--- src/rtl/pipe_stall_ctrl_if.sv ---
// Purpose: hazard request / stall control bundle between the pipeline stages and pipe_stall_ctrl.
// Latency: none, wiring only.
// Backpressure: stall[] is the backpressure; the master side must hold a stage while its bit is 1.
// Ports: stallreq_id, ex_mc_start, ex_mc_cycles, mem_req, mem_ack (pipeline -> controller);
//        stall, ex_mc_done, mem_timeout, ex_busy, stall_cnt (controller -> pipeline).
interface pipe_stall_ctrl_if #(
    parameter int CNT_W = 6
);
    logic             stallreq_id;
    logic             ex_mc_start;
    logic [CNT_W-1:0] ex_mc_cycles;
    logic             mem_req;
    logic             mem_ack;
    logic [5:0]       stall;
    logic             ex_mc_done;
    logic             mem_timeout;
    logic             ex_busy;
    logic [31:0]      stall_cnt;

    // Pipeline side: raises hazard requests, obeys the stall vector.
    modport master (
        output stallreq_id, ex_mc_start, ex_mc_cycles, mem_req, mem_ack,
        input  stall, ex_mc_done, mem_timeout, ex_busy, stall_cnt
    );

    // Controller side.
    modport slave (
        input  stallreq_id, ex_mc_start, ex_mc_cycles, mem_req, mem_ack,
        output stall, ex_mc_done, mem_timeout, ex_busy, stall_cnt
    );
endinterface

--- src/rtl/pipe_stall_ctrl.sv ---
// Purpose: merges ID load-use, EX multi-cycle and MEM wait hazards into the 6-bit pipeline stall vector.
// Latency: stall is combinational from registered state plus current requests; stall_cnt lags by one edge.
// Backpressure: MEM > EX > ID priority; a MEM wait is force-released after MEM_TIMEOUT cycles.
// Ports: clk, rst (sync, active-low), ctl (pipe_stall_ctrl_if.slave).
module pipe_stall_ctrl #(
    parameter int MEM_TIMEOUT = 16,
    parameter int CNT_W       = 6
) (
    input  logic               clk,
    input  logic               rst,
    pipe_stall_ctrl_if.slave   ctl
);
    typedef enum logic [1:0] {
        EX_IDLE = 2'd0,
        EX_BUSY = 2'd1,
        EX_DONE = 2'd2
    } ex_state_e;

    localparam logic [7:0]       MEM_LIMIT = 8'(MEM_TIMEOUT);
    localparam logic [CNT_W-1:0] CNT_ONE   = CNT_W'(1);
    localparam logic [CNT_W-1:0] CNT_TWO   = CNT_W'(2);

    localparam logic [5:0] STALL_MEM  = 6'b011111;
    localparam logic [5:0] STALL_EX   = 6'b001111;
    localparam logic [5:0] STALL_ID   = 6'b000111;
    localparam logic [5:0] STALL_NONE = 6'b000000;

    ex_state_e        ex_state_q, ex_state_d;
    logic [CNT_W-1:0] ex_cnt_q, ex_cnt_d;
    logic [7:0]       mem_wait_cnt_q, mem_wait_cnt_d;
    logic [31:0]      stall_cnt_q, stall_cnt_d;

    logic       mem_pend;
    logic       mem_stall;
    logic       mem_tmo;
    logic       ex_entry;
    logic       ex_stall;
    logic [5:0] stall_v;

    always_comb begin
        mem_pend       = 1'b0;
        mem_stall      = 1'b0;
        mem_tmo        = 1'b0;
        ex_entry       = 1'b0;
        ex_stall       = 1'b0;
        stall_v        = STALL_NONE;
        mem_wait_cnt_d = 8'd0;
        ex_state_d     = ex_state_q;
        ex_cnt_d       = ex_cnt_q;
        stall_cnt_d    = stall_cnt_q;

        // MEM wait watchdog: an ack in the limit cycle suppresses the timeout.
        mem_pend  = ctl.mem_req & ~ctl.mem_ack;
        mem_stall = mem_pend & (mem_wait_cnt_q != MEM_LIMIT);
        mem_tmo   = mem_pend & (mem_wait_cnt_q == MEM_LIMIT);
        if (mem_stall) begin
            mem_wait_cnt_d = mem_wait_cnt_q + 8'd1;
        end

        // The entry cycle itself already stalls EX, so it counts as cycle 1 of the op.
        ex_entry = (ex_state_q == EX_IDLE) & ctl.ex_mc_start & (ctl.ex_mc_cycles >= CNT_TWO);
        ex_stall = ex_entry | (ex_state_q == EX_BUSY);

        if (mem_stall) begin
            stall_v = STALL_MEM;
        end else if (ex_stall) begin
            stall_v = STALL_EX;
        end else if (ctl.stallreq_id) begin
            stall_v = STALL_ID;
        end

        // ex_cnt holds the BUSY cycles still to go, including the current one.
        // A 2-cycle op has no BUSY cycle and goes straight to DONE.
        case (ex_state_q)
            EX_IDLE: begin
                if (ex_entry) begin
                    ex_cnt_d   = ctl.ex_mc_cycles - CNT_TWO;
                    ex_state_d = (ctl.ex_mc_cycles == CNT_TWO) ? EX_DONE : EX_BUSY;
                end
            end
            EX_BUSY: begin
                if (ex_cnt_q <= CNT_ONE) begin
                    ex_cnt_d   = '0;
                    ex_state_d = EX_DONE;
                end else begin
                    ex_cnt_d = ex_cnt_q - CNT_ONE;
                end
            end
            EX_DONE: begin
                // Result is held in EX until the EX boundary is actually released.
                if (!stall_v[3]) begin
                    ex_state_d = EX_IDLE;
                end
            end
            default: begin
                ex_state_d = EX_IDLE;
                ex_cnt_d   = '0;
            end
        endcase

        if (stall_v[0] && (stall_cnt_q != 32'hFFFF_FFFF)) begin
            stall_cnt_d = stall_cnt_q + 32'd1;
        end
    end

    always_ff @(posedge clk) begin
        if (!rst) begin
            ex_state_q     <= EX_IDLE;
            ex_cnt_q       <= '0;
            mem_wait_cnt_q <= 8'd0;
            stall_cnt_q    <= 32'd0;
        end else begin
            ex_state_q     <= ex_state_d;
            ex_cnt_q       <= ex_cnt_d;
            mem_wait_cnt_q <= mem_wait_cnt_d;
            stall_cnt_q    <= stall_cnt_d;
        end
    end

    // Outputs are masked while reset is held so an aborted op or wait never pulses.
    assign ctl.stall       = rst ? stall_v : STALL_NONE;
    assign ctl.ex_mc_done  = rst & (ex_state_q == EX_DONE);
    assign ctl.mem_timeout = rst & mem_tmo;
    assign ctl.ex_busy     = rst & (ex_state_q != EX_IDLE);
    assign ctl.stall_cnt   = stall_cnt_q;
endmodule

--- src/flat_wrapper.sv ---
// flat-port wrapper written by rule: the top's interface ports become plain ports
module pipe_stall_ctrl_flat 
#(
    parameter int MEM_TIMEOUT = 16,
    parameter int CNT_W       = 6
)
  (clk, rst, ctl_stallreq_id, ctl_ex_mc_start, ctl_ex_mc_cycles, ctl_mem_req, ctl_mem_ack, ctl_stall, ctl_ex_mc_done, ctl_mem_timeout, ctl_ex_busy, ctl_stall_cnt);
  pipe_stall_ctrl_if #(.CNT_W(CNT_W)) ctl_i ();
  input  logic clk;
  input  logic rst;
  input wire logic [$bits(ctl_i.stallreq_id)-1:0] ctl_stallreq_id;
  input wire logic [$bits(ctl_i.ex_mc_start)-1:0] ctl_ex_mc_start;
  input wire logic [$bits(ctl_i.ex_mc_cycles)-1:0] ctl_ex_mc_cycles;
  input wire logic [$bits(ctl_i.mem_req)-1:0] ctl_mem_req;
  input wire logic [$bits(ctl_i.mem_ack)-1:0] ctl_mem_ack;
  output wire logic [$bits(ctl_i.stall)-1:0] ctl_stall;
  output wire logic [$bits(ctl_i.ex_mc_done)-1:0] ctl_ex_mc_done;
  output wire logic [$bits(ctl_i.mem_timeout)-1:0] ctl_mem_timeout;
  output wire logic [$bits(ctl_i.ex_busy)-1:0] ctl_ex_busy;
  output wire logic [$bits(ctl_i.stall_cnt)-1:0] ctl_stall_cnt;
  assign ctl_i.stallreq_id = ctl_stallreq_id;
  assign ctl_i.ex_mc_start = ctl_ex_mc_start;
  assign ctl_i.ex_mc_cycles = ctl_ex_mc_cycles;
  assign ctl_i.mem_req = ctl_mem_req;
  assign ctl_i.mem_ack = ctl_mem_ack;
  assign ctl_stall = ctl_i.stall;
  assign ctl_ex_mc_done = ctl_i.ex_mc_done;
  assign ctl_mem_timeout = ctl_i.mem_timeout;
  assign ctl_ex_busy = ctl_i.ex_busy;
  assign ctl_stall_cnt = ctl_i.stall_cnt;
  pipe_stall_ctrl #(.MEM_TIMEOUT(MEM_TIMEOUT), .CNT_W(CNT_W)) u_core (.clk(clk), .rst(rst), .ctl(ctl_i));
endmodule
--- config.mk ---
export PLATFORM = sky130hd
export DESIGN_NAME = pipe_stall_ctrl_flat
export DESIGN_NICKNAME = d
export VERILOG_FILES = /design/src/rtl/pipe_stall_ctrl_if.sv /design/src/rtl/pipe_stall_ctrl.sv /design/src/flat_wrapper.sv
export SDC_FILE = /design/constraint.sdc
export NUM_CORES = 1
export LEC_CHECK = 0
export ABC_AREA = 1
export CORE_UTILIZATION = 62
export CTS_CLUSTER_SIZE = 8
export DETAILED_ROUTE_END_ITERATION = 8
export DONT_BUFFER_PORTS = 1
export GPL_TIMING_DRIVEN = 1
export PLACE_DENSITY = 0.83
export SETUP_SLACK_MARGIN = 0.1
export SLEW_MARGIN = 20
export SYNTH_ARGS = -nofsm -noshare
export SYNTH_HDL_FRONTEND = slang
export SYNTH_SLANG_ARGS = --single-unit
--- constraint.sdc ---
create_clock -name clk -period 3.7 [get_ports clk]
set_clock_uncertainty 0.05 [all_clocks]
set_input_delay 1.11 -clock clk [delete_from_list [all_inputs] [get_ports clk]]
set_output_delay 1.11 -clock clk [all_outputs]
set_load 0.02 [all_outputs]
# --- Word-level counts from Yosys, hierarchy flattened ---
# Index checks and enable logic that the tools add are counted.
# W data, S select, Z words.
op_classes:
  addsub: 4
  order_cmp: 2
  eq_ne: 9
  n_mux: 12
  bitwise: 11
  reduce_logical: 6
ops:
  columns: ["cell", "n"]
  rows:
  - ["$add A32 B1 Y32 const B", 1]
  - ["$ne A32 B32 Y1 const B", 1]
  - ["$mux W6", 5]
  - ["$pmux W6 S3", 1]
  - ["$add A8 B1 Y8 const B", 1]
  - ["$and A1 B1 Y1", 8]
  - ["$eq A8 B5 Y1 const B", 1]
  - ["$mux W2", 4]
  - ["$ne A8 B5 Y1 const B", 1]
  - ["$eq A6 B2 Y1 const B", 1]
  - ["$ge A6 B2 Y1 const B", 1]
  - ["$le A6 B1 Y1 const B", 1]
  - ["$pmux W2 S3", 1]
  - ["$sub A6 B1 Y6 const B", 1]
  - ["$sub A6 B2 Y6 const B", 1]
  - ["$ne A2 B2 Y1 const B", 2]
  - ["$reduce_and A2 Y1", 2]
  - ["$mux W3", 1]
  - ["$reduce_and A3 Y1", 1]
  - ["$eq A2 B1 Y1 const B", 1]
  - ["$eq A2 B2 Y1 const B", 1]
  - ["$logic_not A2 Y1", 1]
  - ["$ne A2 B1 Y1 const B", 1]
  - ["$not A1 Y1", 2]
  - ["3 further kinds", 3]
word_totals:
  regBits: 48
  inputBits: 12
  out_inout_bits: 41

# --- Depth between registers and ports, before layout ---
# Gate-level depths: netlist of the first run.
logic_depth:
  ltp_word: 8
  depth_mapped: 11
  depth_no_buf: 11

# --- Least setup slack after synthesis of the first run ---
# No wires, ideal clock.
synth_timing:
  path_type: "in2out"
  from: "in ctl_mem_ack"
  to: "out ctl_stall[1]"
  arrival_ns: 2.156
  setup_slack_ns: 0.384
  stages: 6
  path_cell_list: "inv_1 nand2_1 nor2_1 nor2_1 nor2_1 buf_4"
synth_via:
  elab_chain_cells: 5
synth_rtl:
  columns: ["item", "line_no", "text"]
  rows:
  - ["start, declared", "flat_wrapper.sv:15", "input wire logic [$bits(ctl_i.mem_ack)-1:0] ctl_mem_ack;"]
  - ["$not A1 Y1", "pipe_stall_ctrl.sv:53", "mem_pend = ctl.mem_req & ~ctl.mem_ack;"]
  - ["$and A1 B1 Y1", "pipe_stall_ctrl.sv:53", null]
  - ["$and A1 B1 Y1", "pipe_stall_ctrl.sv:54", "mem_stall = mem_pend & (mem_wait_cnt_q != MEM_LIMIT);"]
  - ["$mux W6", "pipe_stall_ctrl.sv:64", "if (mem_stall) begin"]
  - ["$mux W6", "pipe_stall_ctrl.sv:121", "assign ctl.stall = rst ? stall_v : STALL_NONE;"]
  - ["end, declared", "flat_wrapper.sv:16", "output wire logic [$bits(ctl_i.stall)-1:0] ctl_stall;"]
# No other way between the ends.

# --- Worst setup path in the final report of the first run ---
layout_timing:
  from: "in ctl_ex_mc_cycles[2]"
  to: "out ctl_stall[1]"
layout_via:
  elab_chain_cells: 6
layout_rtl:
  columns: ["item", "line_no", "text"]
  rows:
  - ["start, declared", "flat_wrapper.sv:13", "input wire logic [$bits(ctl_i.ex_mc_cycles)-1:0] ctl_ex_mc_cycles;"]
  - ["$ge A6 B2 Y1", "pipe_stall_ctrl.sv:61", "ex_entry = (ex_state_q == EX_IDLE) & ctl.ex_mc_start & (ctl.ex_mc_cycles >= CNT_TWO);"]
  - ["$and A1 B1 Y1", "pipe_stall_ctrl.sv:61", null]
  - ["$or A1 B1 Y1", "pipe_stall_ctrl.sv:62", "ex_stall = ex_entry | (ex_state_q == EX_BUSY);"]
  - ["$mux W6", "pipe_stall_ctrl.sv:66", "end else if (ex_stall) begin"]
  - ["$mux W6", "pipe_stall_ctrl.sv:64", null]
  - ["$mux W6", "pipe_stall_ctrl.sv:121", null]
# No other way between the ends.

==> results of run 1 <==
## cell families after synthesis
kind of cell             count (synthesis)
other                                    1
adder cells (fa/ha/maj)                  6
flip-flops                              48
AO/OA/AOI/OAI                           62
AND/OR/NAND/NOR                        336
buffers and inverters                   60
XOR/XNOR                                12
## routing by layer
metal | up-vias | routed length, um
li1 | 1652 | -
met3 | 16 | 443
met5 | - | 0
met2 | 96 | 3530
met1 | 1444 | 3590
met4 | 0 | 127
## power by group through the flow
stage / Combinational (W) / Clock [W] / Sequential [W]
floorplan: 0.000290 / 0 / 0.000596
CTS: 0.000344 / 0.000390 / 0.000587
global placement: 0.000331 / 0 / 0.000598
detailed placement: 0.000342 / 0 / 0.000599
global route: 0.000383 / 0.000407 / 0.000592
finish: 0.000346 / 0.000385 / 0.000588
## layout by cell type, fill, tap and decap left out, types with 2 or more instances in the layout
| master | synthesis | final |
|---|---|---|
| a21oi_1 | 34 | 34 |
| a21oi_2 | 11 | 11 |
| buf_4 | 3 | 3 |
| clkbuf_8 | 0 | 5 |
| dfxtp_1 | 48 | 48 |
| ha_1 | 6 | 6 |
| inv_1 | 46 | 46 |
| nand2_1 | 196 | 196 |
| nand2_2 | 5 | 5 |
| nand3_1 | 25 | 25 |
| nand3b_1 | 14 | 14 |
| nand4_1 | 4 | 4 |
| nor2_1 | 76 | 76 |
| nor2_2 | 4 | 4 |
| nor2_8 | 2 | 2 |
| nor3_1 | 4 | 4 |
| o21ai_0 | 11 | 11 |
| o22ai_1 | 3 | 3 |
| xnor2_1 | 9 | 9 |
| xor2_1 | 3 | 3 |
## how the worst max path moves through the flow
| stage | to | start | cells after the start |
|---|---|---|---|
| 2_1_floorplan | ctl_stall[1] | ctl_mem_ack | 6 |
| 3_3_place_gp | ctl_stall[1] | ctl_ex_mc_cycles[2] | 7 |
| 3_5_place_dp | ctl_stall[1] | ctl_ex_mc_cycles[2] | 7 |
| 4_1_cts | ctl_stall[1] | ctl_ex_mc_cycles[2] | 7 |
| 5_1_grt | ctl_stall[2] | ctl_ex_mc_cycles[2] | 7 |
| 6_report | ctl_stall[1] | ctl_ex_mc_cycles[2] | 7 |
## critical path, cell delays in order
cell	delay (ns)
nor2_1	0.17
nand3_1	0.14
nand2_1	0.13
nand3_2	0.11
nor2_1	0.22
nor2_1	0.07
buf_4	0.20
## cell type report
class / instances / area [um^2] / area share
Sequential cell: 48 / 961 / 0.285
Clock inverter: 3 / 42.5 / 0.0126
Timing Repair Buffer: 3 / 22.5 / 0.00669
Clock buffer: 5 / 68.8 / 0.0204
Tap cell: 67 / 83.8 / 0.0249
Multi-Input combinational cell: 417 / 2010 / 0.598
Inverter: 47 / 176 / 0.0524
## registers in the layout, summed over array words and instances (netlist names)
| signal | cells |
|---|---|
| u_core.ex_state_q | 2 |
| u_core.ex_cnt_q | 6 |
| u_core.mem_wait_cnt_q | 8 |
| u_core.ctl.stall_cnt | 32 |
## per-stage QoR
step,worst slack (ns),cell area (um^2),cells,utilization
global route,0.304,3370,590,0.690
CTS,0.424,3370,590,0.690
floorplan,0.384,3240,525,-
global placement,0.482,3260,582,0.667
finish,0.393,3370,590,0.690
detailed placement,0.422,3260,582,0.667
==> implementation parameters, run 1 <==
Parameter                              Value

CTS
  Cell at the root of the clock tree ... clkbuf_8
  Number of clock buffers inserted by TritonCTS ... 5
  Longest Clk Path Bufs ... 2
  Clock-pin slew on the worst setup and hold paths ... around 0.09 ns
  Post-CTS setup-driven buffer insertion count ... 0
  Resized Gates After CTS ... 0
  Post-CTS Hold Fix Bufs ... 0
  CTS H-tree lvls ... 2
  Sinks on Clock Net ... 48
  Later-pin clock latency in the skew report ... ~0.31 ns
  TritonCTS clock tree ... built

Synthesis
  Count of different cell masters after synthesis ... 34
  Mapped Avg Cell Area ... 6.17 um^2
  Most frequent cell after synthesis ... nand2_1
  Synthesized area ... 0.00324 mm^2
  Post-synth top area share ... 0.297
  Post-Synth Adder-Cell Area ... 0.0232
  Mux contribution to synthesized area ... 0
  Most common flop cell mapped by yosys ... dfxtp_1
  Instance count of the mapped netlist ... 525
  Fraction of synthesized cell area in xor and xnor cells ... 0.0324
  Number of enable flip-flop cells after synthesis ... 0
  Leading area contributor after synthesis ... dfxtp_1
  Cells taking the most area after synthesis ... dfxtp_1, nand2_1, nor2_1
  Flops & latches, synth ... 48
  Sequential area share after synthesis ... 0.297
  Most frequent cells after synthesis ... nand2_1, nor2_1, dfxtp_1, inv_1, a21oi_1
  Synth Area in Simple Gates ... 0.449
  Post-synthesis net count ... 543
  Compound-cell area share of the yosys netlist ... 0.115
  Share of flip-flops with an asynchronous set or reset after synthesis ... 0
  Number of warning messages in the yosys log ... 0
  Main combinational cell family by area after synthesis ... simple AND/OR/NAND/NOR gates

Power
  Combinational cell fraction of total power ... 0.262
  Leakage power ... roughly 1.3 nW
  Total internal power ... 0.000858 W
  Sequential Power Share ... 0.446
  P per Cell Area ... 392 mW/mm^2
  Power after layout ... approximately 0.0013 W
  Switching share of power ... 0.350
  Clock share of power ... 0.292
  Worst ir drop on vdd ... 0.244 mV
  Sw power ... 0.000462 W

Die
  Die span in x ... 74.3 um
  Rows ... 25
  Starting density of the core ... 0.664
  Area of the core region ... 0.00488 mm^2
  Die footprint ... 0.00552 mm^2
  DIE HEIGHT ... 74.3 um
  I/O pin cnt ... between 50 and 60

Routing
  Drt via density ... between 5 and 6
  Remaining design rule violation count ... 0
  Vias ... about 3200
  Detailed router's first-iteration violation count ... 265
  Overall routed net length ... 7690 um
  TritonRoute pass-1 iters ... 5
  Final routed wire length divided by cell count ... 13.0 um
  Number of nets still failing antenna checks after routing ... 0

Setup path
  Sort of element at the start of the critical path ... primary input
  Data required, critical path ... 2.54 ns
  Arrival time at the worst endpoint ... 2.15 ns
  Category of the critical setup timing path ... primary input to output pin
  FF-to-FF Start ... u_core.ctl.stall_cnt[1]
  Critical register-to-register path endpoint ... u_core.ctl.stall_cnt[26]
  Critical-path maximum fanout ... 3
  Kind of capture point of the worst setup path ... output pin
  Count of cells along the worst register-to-register path ... 9
  Register-to-register path setup slack ... between 1 and 1.5 ns

Final layout
  FILL cells ... 510
  Number of nets in the layout ... 540
  Layout cells sized above 1 ... 0.0746
  N_diodes ... 0
  Layout overhead on the synthesized area ... 3.90%

Global route
  Busiest layer in global routing ... met2
  Antenna violations before repair ... 0
  GR met3 Demand/Resource ... 0.0637
  Wire length of the first global-routing pass ... around 12000 um
  Pin count of the biggest net entering global routing ... 38
  Global-route usage over all layers ... 0.291
  Number of global-route vias before repair ... 2789
  Met1 track utilization from global routing ... 0.385
  Global Route met2 Usage ... 0.482
  Total overflow reported by the global router ... 0

STA
  Period utilisation layout ... 0.894
  Max-slew violation count ... 0
  Actual slew at the worst max-slew pin ... ~0.86 ns
  Setup violations, final ... 0
  RSZ-0062 raised after global routing ... false
  Post-route worst hold slack ... 0.433 ns
  Sum of negative setup slack ... 0 ns
  Highest attainable clock frequency ... 302 MHz
  Max-slew headroom ... 0.423
  Fin. Hold Viols ... 0
  Crit path time final ... between 3 and 4 ns

Hold path
  Min-Delay Path Depth ... 2
  Path type of the worst min-delay path ... flip-flop to flip-flop
  End point of the most critical hold path ... u_core.ex_cnt_q[1]
  Launch instance of the worst min-delay path ... u_core.ex_cnt_q[1]

Run status
  Result of the run ... finished, final reports clean

Job
  Total of max-cap violations ... 0

Placed design
  HPWL after detailed placement ... 5790 um
  Number of input and output port buffers inserted ... 0
  Final weighted congestion in routability-driven placement ... 0.958
Note: power is estimated with default switching activity, not from simulation.
==> run 2, diff against run 1 <==
Settings changed: CELL_PAD_IN_SITES_DETAIL_PLACEMENT set to 1, CELL_PAD_IN_SITES_GLOBAL_PLACEMENT set to 1, CORE_UTILIZATION 62 to 47, PLACE_DENSITY 0.83 to 0.89, SETUP_SLACK_MARGIN 0.1 to not set.
==> implementation parameters, run 2 (synthesized netlist as in run 1, its figures left out) <==
Parameter                              Value

STA
  Max-slew violation count ... 0 (unchanged)
  Post-route worst hold slack ... 0.422 ns (-0.0105 ns)
  Sum of negative setup slack ... 0 ns (unchanged)
  Setup violations, final ... 0 (unchanged)
  Max-slew headroom ... 0.414 (-0.00898)
  Crit path time final ... 3.31 ns (+0.00391 ns)
  Highest attainable clock frequency ... 302 MHz (-0.12%)
  RSZ-0062 raised after global routing ... false
  Period utilisation layout ... 0.895 (+0.00106)
  Actual slew at the worst max-slew pin ... 0.876 ns (+0.0134 ns)
  Fin. Hold Viols ... 0 (unchanged)

Global route
  Antenna violations before repair ... 0 (unchanged)
  Total overflow reported by the global router ... 0 (unchanged)
  Number of global-route vias before repair ... 3458 (+24%)
  Global-route usage over all layers ... 0.267 (-0.0246)
  Wire length of the first global-routing pass ... 15700 um (+26%)
  Pin count of the biggest net entering global routing ... 38 (unchanged)

Setup path
  Kind of capture point of the worst setup path ... output pin
  FF-to-FF Start ... u_core.ctl.stall_cnt[0]
  Max stage delay cell, worst path ... nor2_1
  Data required, critical path ... 2.54 ns (about the same)
  Max stage delay on crit path ... 0.23 ns (about the same)
  Worst setup endpoint ... ctl_stall[0]
  Category of the critical setup timing path ... primary input to output pin
  Arrival time at the worst endpoint ... 2.15 ns (about the same)
  Count of cells along the worst register-to-register path ... 9 (unchanged)
  Sort of element at the start of the critical path ... primary input
  Register-to-register path setup slack ... 1.06 ns (-0.17 ns)
  Series of cell instances along the critical path ... nor2_1 > nand3_1 > nand2_1 > nand3_2 > nor2_1 > nor2_1 > buf_4
  Critical register-to-register path endpoint ... u_core.ctl.stall_cnt[17]
  Launch point of the worst path ... ctl_ex_mc_cycles[2]
  Library cell appearing most often on the critical path ... nor2_1
  Critical-path maximum fanout ... 3 (unchanged)

Final layout
  Layout overhead on the synthesized area ... 4.63%
  Number of nets in the layout ... 541 (+0.19%)
  Highest-count cells in the layout ignoring fill and taps ... nand2_1, nor2_1, dfxtp_1, inv_1, a21oi_1
  Leading cell type in the layout, fill and taps excluded ... nand2_1
  N_diodes ... 0 (unchanged)
  Layout cells sized above 1 ... 0.0763 (+0.00177)
  Max FFs per register ... 32 (unchanged)

CTS
  Later-pin clock latency in the skew report ... 0.30 ns (about the same)
  Post-CTS setup-driven buffer insertion count ... 0 (unchanged)
  Sinks on Clock Net ... 48 (unchanged)
  CTS H-tree lvls ... 2 (unchanged)
  Resized Gates After CTS ... 0 (unchanged)
  Cell at the root of the clock tree ... clkbuf_8
  Clock-pin slew on the worst setup and hold paths ... 0.10 ns (about the same)
  Post-CTS Hold Fix Bufs ... 0 (unchanged)
  TritonCTS clock tree ... built
  Number of clock buffers inserted by TritonCTS ... 5 (unchanged)
  Longest Clk Path Bufs ... 2 (unchanged)

Die
  Rows ... 29 (+16%)
  Starting density of the core ... 0.499 (-0.165)
  Die footprint ... 0.00723 mm^2 (+31%)
  DIE HEIGHT ... 85.0 um (+14%)
  Area of the core region ... 0.00649 mm^2 (+33%)
  Die span in x ... 85.0 um (+14%)
  I/O pin cnt ... 53 (unchanged)

Placed design
  Final weighted congestion in routability-driven placement ... 0.875 (-8.6%)
  Number of input and output port buffers inserted ... 0 (unchanged)
  HPWL after detailed placement ... 7050 um (+22%)

Routing
  Overall routed net length ... 9120 um (+19%)
  Vias ... 3331 (+3.8%)
  Remaining design rule violation count ... 0 (unchanged)
  Drt via density ... 5.54 (+1.9%)
  Final routed wire length divided by cell count ... 15.2 um (+16%)
  TritonRoute pass-1 iters ... 4 (-1)
  Detailed router's first-iteration violation count ... 98 (-63%)
  Number of nets still failing antenna checks after routing ... 0 (unchanged)

Hold path
  Path type of the worst min-delay path ... flip-flop to flip-flop

Power
  Clock share of power ... 0.295 (+0.003)
  Sw power ... 0.000479 W (+3.8%)
  Switching share of power ... 0.357 (+0.00727)
  Worst ir drop on vdd ... 0.145 mV (-40%)
  Combinational cell fraction of total power ... 0.262 (about the same)
  Total internal power ... 0.000863 W (+0.57%)
  P per Cell Area ... 396 mW/mm^2 (+1.0%)
  Sequential Power Share ... 0.444 (-0.002)
  Leakage power ... 1.28 nW (+0.48%)

Run status
  Result of the run ... finished, final reports clean

Job
  Total of max-cap violations ... 0 (unchanged)
==> run 2: changes by cell type in the layout (fill, tap and decap cells not counted), sizes merged <==
cell and change:
clkinv -1, buf +1, inv +1
==> run 2: area by class of cell <==
type	count	area [um^2]
clock inverter	3	46.3
multi-input combinational	417	2010
timing repair buffer	4	30.0
tap	77	96.3
sequential	48	961
fill	919	3100
inverter	47	176
clock buffer	5	68.8
==> run 2: how the worst min path moves through the flow <==
stage	cells past startpoint	endpoint	from	slack (ns)
after floorplan	2	u_core.mem_wait_cnt_q[7]	u_core.mem_wait_cnt_q[7]	0.39
after global placement	2	u_core.mem_wait_cnt_q[7]	u_core.mem_wait_cnt_q[7]	0.40
after detailed placement	2	u_core.mem_wait_cnt_q[7]	u_core.mem_wait_cnt_q[7]	0.41
after CTS	2	u_core.mem_wait_cnt_q[7]	u_core.mem_wait_cnt_q[7]	0.43
after global routing	2	u_core.mem_wait_cnt_q[7]	u_core.mem_wait_cnt_q[7]	0.46
final	2	u_core.mem_wait_cnt_q[7]	u_core.mem_wait_cnt_q[7]	0.42
==> run 2: per-stage QoR <==
stage | util | cell area [um^2] | setup WS [ns] | std cells | total power (W)
finish | 0.522 | 3390 | 0.390 | 601 | 0.00134
global placement | 0.504 | 3280 | 0.469 | 593 | 0.000939
global route | 0.522 | 3390 | 0.318 | 601 | 0.00142
detailed placement | 0.504 | 3280 | 0.392 | 593 | 0.000957
floorplan | - | 3240 | 0.384 | 525 | 0.000886
CTS | 0.522 | 3390 | 0.392 | 601 | 0.00136
==> run 2: per-layer routing <==
metal / part of all wire / vias to the layer above / wire length [um] / global-route usage
li1: - / 1654 / - / -
met1: 0.45 / 1599 / 4110 / 0.327
met2: 0.48 / 65 / 4410 / 0.462
met3: 0.045 / 13 / 407 / 0.0603
met4: 0.021 / 0 / 189 / 0.0847
met5: 0 / - / 0 / 0
==> run 2: critical path, delay by kind of cell <==
kind	cells	cell delay, ns
simple gates	6	0.83
buf+inv	1	0.20
==> run 2: power groups by stage <==
stage,Combinational [W],Sequential [W],Clock [W]
after detailed placement,0.000350,0.000608,0
final,0.000351,0.000595,0.000395
after global placement,0.000333,0.000606,0
after floorplan,0.000290,0.000596,0
after CTS,0.000355,0.000596,0.000406
after global routing,0.000392,0.000601,0.000432
